--- config.mk ---
export PLATFORM = sky130hd
export DESIGN_NAME = alu_nibble_sequencer
export DESIGN_NICKNAME = d
export VERILOG_FILES = /design/src/rtl/alu_seq_pkg.sv /design/src/rtl/alu_seq_ctrl.sv /design/src/rtl/alu_nibble_sequencer.sv
export SDC_FILE = /design/constraint.sdc
export NUM_CORES = 1
export LEC_CHECK = 0
export CAP_MARGIN = 20
export CELL_PAD_IN_SITES_DETAIL_PLACEMENT = 1
export CELL_PAD_IN_SITES_GLOBAL_PLACEMENT = 1
export CORE_MARGIN = 10
export CORE_UTILIZATION = 37
export CTS_BUF_LIST = sky130_fd_sc_hd__clkbuf_4 sky130_fd_sc_hd__clkbuf_8
export DETAILED_ROUTE_END_ITERATION = 12
export GPL_ROUTABILITY_DRIVEN = 0
export PLACE_DENSITY_LB_ADDON = 0.15
export RECOVER_POWER = 25
export SYNTH_ARGS = -nofsm -noshare
export SYNTH_HDL_FRONTEND = slang
export SYNTH_SLANG_ARGS = --single-unit
--- constraint.sdc ---
create_clock -name clk -period 2.6 [get_ports clk]
set_input_delay 0.52 -clock clk [delete_from_list [all_inputs] [get_ports clk]]
set_output_delay 0.52 -clock clk [all_outputs]
set_load 0.01 [all_outputs]
--- src/rtl/alu_seq_pkg.sv ---
// alu_seq_pkg: shared FSM state type, common {M,S,CN} command codes and counter sizing helper.
package alu_seq_pkg;
   typedef enum logic [1:0] {IDLE, RUN, DONE} state_t;
   // Command codes packed as {M, S[3:0], CN}; logic ops have no carry, so CN is 0.
   localparam logic [5:0] OP_ADD  = 6'b0_0000_0;
   localparam logic [5:0] OP_SUB  = 6'b0_0001_1;
   localparam logic [5:0] OP_AND  = 6'b1_0000_0;
   localparam logic [5:0] OP_OR   = 6'b1_0001_0;
   localparam logic [5:0] OP_XOR  = 6'b1_0010_0;
   localparam logic [5:0] OP_NAND = 6'b1_0011_0;
   function automatic int cnt_w(input int n);
      return n > 1 ? $clog2(n) : 1;
   endfunction
endpackage

--- src/rtl/alu_seq_ctrl.sv ---
// alu_seq_ctrl: IDLE/RUN/DONE sequencing FSM with the nibble counter.
module alu_seq_ctrl
   import alu_seq_pkg::*;
#(
   parameter int NIBBLES = 4,
   parameter int CW = cnt_w(NIBBLES)
) (
   input  logic          clk,
   input  logic          rst,
   input  logic          cmd_valid,
   input  logic          res_ready,
   output state_t        state,
   output logic [CW-1:0] cnt,
   output logic          last
);
   state_t state_n;
   logic [CW-1:0] cnt_n;
   assign last = cnt == CW'(NIBBLES - 1);
   always_comb begin
      state_n = state == IDLE ? (cmd_valid ? RUN : IDLE) :
                state == RUN  ? (last ? DONE : RUN) :
                                (res_ready ? IDLE : DONE);
      cnt_n = (state == RUN && !last) ? cnt + 1'b1 : '0;
   end
   always_ff @(posedge clk) begin
      if (rst) begin
         state <= IDLE;
         cnt   <= '0;
      end else begin
         state <= state_n;
         cnt   <= cnt_n;
      end
   end
endmodule

--- src/rtl/alu_nibble_sequencer.sv ---
// alu_nibble_sequencer: runs WIDTH-bit commands nibble-serially, LSB first, through one external 4-bit ALU slice.
module alu_nibble_sequencer
   import alu_seq_pkg::*;
#(
   parameter int WIDTH = 16
) (
   input  logic             clk,
   input  logic             rst,
   input  logic             cmd_valid,
   output logic             cmd_ready,
   input  logic [WIDTH-1:0] cmd_a,
   input  logic [WIDTH-1:0] cmd_b,
   input  logic [3:0]       cmd_s,
   input  logic             cmd_m,
   input  logic             cmd_cn,
   output logic [3:0]       alu_a,
   output logic [3:0]       alu_b,
   output logic [3:0]       alu_s,
   output logic             alu_m,
   output logic             alu_cn,
   input  logic [3:0]       alu_f,
   input  logic             alu_cout,
   output logic             res_valid,
   input  logic             res_ready,
   output logic [WIDTH-1:0] res_f,
   output logic             res_cout
);
   localparam int NIBBLES = WIDTH / 4;
   localparam int CW = cnt_w(NIBBLES);
   state_t state;
   logic [CW-1:0] cnt;
   logic last, run;
   logic [NIBBLES-1:0][3:0] op_a, op_b, res_q;
   logic [3:0] op_s;
   logic op_m, carry;
   alu_seq_ctrl #(.NIBBLES(NIBBLES)) ctrl (
      .clk       (clk),
      .rst       (rst),
      .cmd_valid (cmd_valid),
      .res_ready (res_ready),
      .state     (state),
      .cnt       (cnt),
      .last      (last)
   );
   assign run       = state == RUN;
   assign cmd_ready = state == IDLE;
   assign res_valid = state == DONE;
   assign res_f     = res_q;
   // carry holds cmd_cn for nibble 0, then the previous nibble's carry-out.
   always_comb begin
      alu_a  = run ? op_a[cnt] : '0;
      alu_b  = run ? op_b[cnt] : '0;
      alu_s  = run ? op_s : '0;
      alu_m  = run && op_m;
      alu_cn = run && carry;
   end
   always_ff @(posedge clk) begin
      if (rst) begin
         op_a     <= '0;
         op_b     <= '0;
         op_s     <= '0;
         op_m     <= 1'b0;
         carry    <= 1'b0;
         res_q    <= '0;
         res_cout <= 1'b0;
      end else if (cmd_ready && cmd_valid) begin
         op_a     <= cmd_a;
         op_b     <= cmd_b;
         op_s     <= cmd_s;
         op_m     <= cmd_m;
         carry    <= cmd_cn;
         res_q    <= '0;
         res_cout <= 1'b0;
      end else if (run) begin
         res_q[cnt] <= alu_f;
         carry      <= alu_cout;
         if (last) res_cout <= alu_cout;
      end
   end
endmodule

==> run summary, run 1 <==
Unique masters post-synth -> 23
Share of layout cells above drive strength 1 -> 0.101
H-tree levels -> 3
GRT overflow -> 0
Hold Path Depth -> 2
Final setup vio count -> 0
Worst Hold Launch -> res_f[4]$_SDFFE_PP0P_
Post-CTS Setup Inserts -> 0
Final Hold Violating Endpoints -> 0
Dominant synthesized flop cell -> dfxtp_1
Area grow syn2layout -> 41.6%
RSZ-0062 raised after global routing -> false
Critical Path Fanout Max -> 8
Sequential share of power -> 0.469
Largest cells by area after synthesis -> dfxtp_1 (47%), nand2_1 (14%), a21oi_1 (11%)
Clock skew -> 0.00245 ns
DRT Wirelength -> 7370 µm
Die Y -> 102 µm
Post-synth EDFFs -> 0
Num rows -> 29
Number of port buffers -> 79
Worst R2R End -> res_f[9]$_SDFFE_PP0P_
Area leader, netlist -> dfxtp_1
Routed length per instance -> 16.3 µm
Fin crit share -> 0.960
Net Count, Synth -> 343
Largest net degree at the start of global routing -> 28
Root Buffer -> clkbuf_8
Maximum clock insertion buffer count -> 2
Min cycle time layout -> 2.50 ns
HP Class -> reg2reg
Max-Cap Viols -> 0
Setup CP Type -> reg2out
Async set-reset flop share out of synthesis -> 0
Final ANT Viol Nets -> 0
Post-Syn Area -> 2490 µm²
CTS tree -> built
TritonCTS Sinks -> 59
DIE AREA -> 10400 µm²
Overall global routing resource usage -> 0.147
Cts bufs inserted -> 9
Initial DRC Count -> 41
Hold EP -> res_f[4]$_SDFFE_PP0P_
Critical Path Start Type -> flip-flop
Core area -> 6460 µm²
Req. time, crit path -> 2.08 ns
First-pass GRT wire length -> 11900 µm
Commonest cells in the netlist -> nand2_1 (92), dfxtp_1 (59), a21oi_1 (56)
Fmax -> 400 MHz
VDD IR max -> 0.270 mV
Worst-Margin Slew -> 0.666 ns
Final nets -> 422
Ys Warns -> 0
Power Density -> 585 nW/µm²
Post-DR vias/cell -> 4.96
Max_slew headroom -> 0.556
Int Pwr -> 1570 µW
Reg2Reg Depth -> 3
Net Sw Power -> 500 µW
Setup TNS -> 0 ns
Worst-path clk slew -> 0.06 ns
Seq/Total Area, Yosys -> 0.474
Combinational Power Share -> 0.138
FF-to-FF setup slack -> 0.97 ns
Area post-placement -> 3330 µm²
Top-area cell type share of the netlist area -> 0.474
Final slew viol count -> 0
R2r startpoint -> ctrl.state[1]$_SDFF_PP0_
# IOs -> 80
Hold buffers post-CTS -> 0
Finished Cell Area -> 3530 µm²
Final HPWL DP -> 5390 µm
Cells after Synth -> 292
Most frequent cell after synthesis -> nand2_1
Antenna violations before repair -> 0
Via count -> 2245
P_leak -> 0.00127 µW
Arrival time worst endpoint -> 1.98 ns
Pre-antenna DRT Iters -> 4
Switching share of power -> 0.242
Remaining routing DRC violations -> 0
Clock group share of total power -> 0.394
#FFs+latches synth -> 59
Die X -> 102 µm
Antenna cells -> 0
Number of global-route vias before repair -> 2419
Initial core utilization -> 0.386
Synthesized area per cell -> 8.54 µm²
CTS resizes -> 0
Status -> finished clean
Worst setup EP type -> primary output
Latest clock arrival within the worst-skew pair -> 0.33 ns
==> area by class of cell <==
cell class	count	area, µm²
inverter	2	7.51
clock inverter	1	5.00
tap	77	96.3
sequential	59	1180
clock buffer	15	194
multi-input combinational	208	1160
timing repair buffer	91	885
fill	782	2930
==> layer usage <==
layer	up-vias	global-route usage	part of all wire
met5	-	0	0
met4	0	0.0488	0.011
met3	9	0.0648	0.068
met2	47	0.265	0.52
met1	1062	0.149	0.40
li1	1127	-	-
==> cell families after synthesis <==
group           after synthesis  synth area share
simple gates                139             0.255
mux                           8            0.0723
flops                        59             0.474
buf+inv                      25            0.0602
compound gates               57             0.118
fa+ha+maj                     4            0.0201
==> how the worst max path moves through the flow <==
stage	slack, ns	endpoint	startpoint	cells after the start
2_1_floorplan	0.80	alu_a[0]	ctrl.cnt[0]$_SDFF_PP0_	3
3_3_place_gp	0.44	alu_b[3]	ctrl.cnt[0]$_SDFF_PP0_	4
3_5_place_dp	0.42	alu_b[3]	ctrl.cnt[0]$_SDFF_PP0_	4
4_1_cts	0.04	alu_b[3]	ctrl.cnt[0]$_SDFF_PP0_	4
5_1_grt	0.01	alu_b[1]	ctrl.cnt[0]$_SDFF_PP0_	4
6_report	0.10	alu_b[3]	ctrl.cnt[0]$_SDFF_PP0_	4
==> critical path, stage by stage (launching register included) <==
cell	delay, ns
dfxtp_1	0.35
buf_6	0.15
mux4_2	0.49
and2_1	0.17
clkdlybuf4s50_1	0.49
==> through the flow <==
stage	hold slack, ns	std cells	util	worst slack, ns	power (µW)
2_1_floorplan	0.432	292	-	0.801	1140
3_3_place_gp	0.439	437	0.515	0.444	1270
3_5_place_dp	0.447	437	0.515	0.417	1270
4_1_cts	0.456	453	0.546	0.0377	2100
5_1_grt	0.475	453	0.546	0.00971	2170
6_report	0.453	453	0.546	0.103	2070
==> layout by cell type, fill, tap and decap left out, types with 4 or more instances in the layout <==
cell | Yosys | final
ha_1 | 4 | 4
nand2_1 | 92 | 92
clkbuf_8 | 0 | 13
and2_1 | 14 | 14
clkdlybuf4s50_1 | 0 | 78
nand3_1 | 17 | 17
nand2b_1 | 3 | 4
mux4_2 | 8 | 8
nand3b_1 | 4 | 4
dfxtp_1 | 59 | 59
buf_4 | 0 | 9
a21oi_1 | 56 | 56
==> power by group through the flow <==
stage | clock, µW | sequential, µW | combinational [µW]
CTS | 845 | 968 | 290
finish | 813 | 968 | 284
detailed placement | 0 | 987 | 287
floorplan | 0 | 982 | 155
global placement | 0 | 985 | 281
global route | 883 | 971 | 317
==> sequential cells by signal, summed over array words and instances (netlist names) <==
name / count
ctrl.cnt: 2
op_b: 16
op_a: 16
res_cout: 1
carry: 1
res_f: 16
op_s: 4
ctrl.state: 2
op_m: 1
No activity file was read; power rests on OpenSTA's default activity.
==> inputs of run 2 (changes only) <==
--- a/config.mk
+++ b/config.mk
@@ -10,7 +10,7 @@
 export CELL_PAD_IN_SITES_GLOBAL_PLACEMENT = 1
 export CORE_MARGIN = 10
 export CORE_UTILIZATION = 37
-export CTS_BUF_LIST = sky130_fd_sc_hd__clkbuf_4 sky130_fd_sc_hd__clkbuf_8
+export CTS_BUF_LIST = sky130_fd_sc_hd__clkbuf_8
 export DETAILED_ROUTE_END_ITERATION = 12
 export GPL_ROUTABILITY_DRIVEN = 0
 export PLACE_DENSITY_LB_ADDON = 0.15
==> run summary, run 2 (synthesis results as in run 1) <==
Maximum clock insertion buffer count -> 2
Worst-Margin Slew -> 0.656 ns
Most frequent cells in the layout -> nand2_1 (92), clkdlybuf4s50_1 (78), dfxtp_1 (59)
Area grow syn2layout -> 41.3%
Hold buffers post-CTS -> 0
Net Sw Power -> 497 µW
DIE AREA -> 10400 µm²
Max-Cap Viols -> 0
Num rows -> 29
RSZ-0062 raised after global routing -> false
Largest net degree at the start of global routing -> 28
HP Class -> reg2reg
Pre-antenna DRT Iters -> 4
Final setup vio count -> 0
Met2 Use GR -> 0.261
Final Hold Violating Endpoints -> 0
Critical Path, Cell by Cell -> buf_6 -> mux4_2 -> and2_1 -> clkdlybuf4s50_1
Critical Path Start Type -> flip-flop
Post-CTS Setup Inserts -> 0
Share of layout cells above drive strength 1 -> 0.0957
Core area -> 6460 µm²
Overall global routing resource usage -> 0.144
Antenna violations before repair -> 0
Number of port buffers -> 79
Int Pwr -> 1540 µW
P_leak -> 0.00128 µW
Final HPWL DP -> 5390 µm
DRT Wirelength -> 7290 µm
# IOs -> 80
Remaining routing DRC violations -> 0
First-pass GRT wire length -> 11700 µm
Fin util -> 0.545
Commonest non-fill, non-tap cell in the layout -> nand2_1
H-tree levels -> 3
Final slew viol count -> 0
CTS resizes -> 0
Gr busiest metal -> met2
Latest clock arrival within the worst-skew pair -> 0.33 ns
Fin crit share -> 0.959
Req. time, crit path -> 2.08 ns
Cts bufs inserted -> 9
Clock skew -> 0.00290 ns
Max stage delay cell, worst path -> mux4_2
CTS tree -> built
Final nets -> 422
Worst setup EP type -> primary output
Critical Path Fanout Max -> 8
Status -> finished clean
Combinational Power Share -> 0.139
Sequential share of power -> 0.476
Met1 Track Usage GR -> 0.147
Via count -> 2245
Initial core utilization -> 0.386
Fmax -> 401 MHz
Antenna cells -> 0
Post-DR vias/cell -> 4.96
TritonCTS Sinks -> 59
Setup CP Type -> reg2out
VDD IR max -> 0.300 mV
Initial DRC Count -> 29
CP top delay family -> buffers and inverters
Switching share of power -> 0.244
Max_slew headroom -> 0.563
Arrival time worst endpoint -> 1.97 ns
Clock group share of total power -> 0.385
Worst Path Buf+Inv -> 2
GRT overflow -> 0
Die Y -> 102 µm
Power Density -> 577 nW/µm²
Routed length per instance -> 16.1 µm
Final ANT Viol Nets -> 0
Die X -> 102 µm
Crit-path max cell delay -> 0.49 ns
Setup TNS -> 0 ns
Worst hold margin -> 0.454 ns
Met3 Usage GRT -> 0.0587
Number of global-route vias before repair -> 2376
Min cycle time layout -> 2.49 ns
Worst-path clk slew -> 0.06 ns
Root Buffer -> clkbuf_8
FILL cells -> 789
-- run 2: power by group through the flow --
stage / logic [µW] / registers (µW) / clock network, µW
final: 283 / 967 / 783
after floorplan: 155 / 982 / 0
after global routing: 316 / 971 / 848
after CTS: 290 / 967 / 816
after global placement: 281 / 985 / 0
after detailed placement: 287 / 987 / 0
-- run 2: worst reg2reg max path: stages (launching register included) --
cell and delay [ns]:
dfxtp_1 0.42, or3b_1 0.46, nand2b_1 0.50, a21oi_1 0.09
-- run 2: final timing paths --
path / startpoint / to / slack [ns] / cells past startpoint
worst max-delay path: ctrl.cnt[0]$_SDFF_PP0_ / alu_b[3] / 0.11 / 4
worst min-delay path: res_f[4]$_SDFFE_PP0P_ / res_f[4]$_SDFFE_PP0P_ / 0.45 / 2
worst max register to register: ctrl.state[1]$_SDFF_PP0_ / res_f[9]$_SDFFE_PP0P_ / 0.98 / 3
worst min register to register: res_f[4]$_SDFFE_PP0P_ / res_f[4]$_SDFFE_PP0P_ / 0.45 / 2
-- run 2: final cells by class --
| type | count | area [µm²] | share of cell area |
|---|---|---|---|
| clock buffers | 13 | 179 | 0.0508 |
| clock inverters | 3 | 12.5 | 0.00355 |
| inverters | 2 | 7.51 | 0.00213 |
| multi-input cells | 208 | 1160 | 0.330 |
| flip-flops and latches | 59 | 1180 | 0.335 |
| well taps | 77 | 96.3 | 0.0274 |
| repair buffers | 91 | 885 | 0.251 |
-- run 2: per-layer routing --
| metal | wire (µm) | up-vias |
|---|---|---|
| met5 | 0 | - |
| met4 | 73 | 0 |
| met3 | 474 | 7 |
| met2 | 3890 | 45 |
| met1 | 2850 | 1064 |
| li1 | - | 1129 |
-- run 2: stage by stage --
stage / instance area, µm² / worst slack, ns / power [µW] / cells
floorplan: 2490 / 0.801 / 1140 / 292
global placement: 3330 / 0.444 / 1270 / 437
detailed placement: 3330 / 0.417 / 1270 / 437
CTS: 3520 / 0.0390 / 2070 / 453
global route: 3520 / 0.0152 / 2140 / 453
finish: 3520 / 0.107 / 2030 / 453
==> inputs of run 3 (changes only) <==
--- a/config.mk
+++ b/config.mk
@@ -13,6 +13,7 @@
 export CTS_BUF_LIST = sky130_fd_sc_hd__clkbuf_8
 export DETAILED_ROUTE_END_ITERATION = 12
 export GPL_ROUTABILITY_DRIVEN = 0
+export HOLD_SLACK_MARGIN = 0.12
 export PLACE_DENSITY_LB_ADDON = 0.15
 export RECOVER_POWER = 25
 export SYNTH_ARGS = -nofsm -noshare
==> results of run 3 <==
No change in the layout: final DEF, timing and power equal those of run 2.
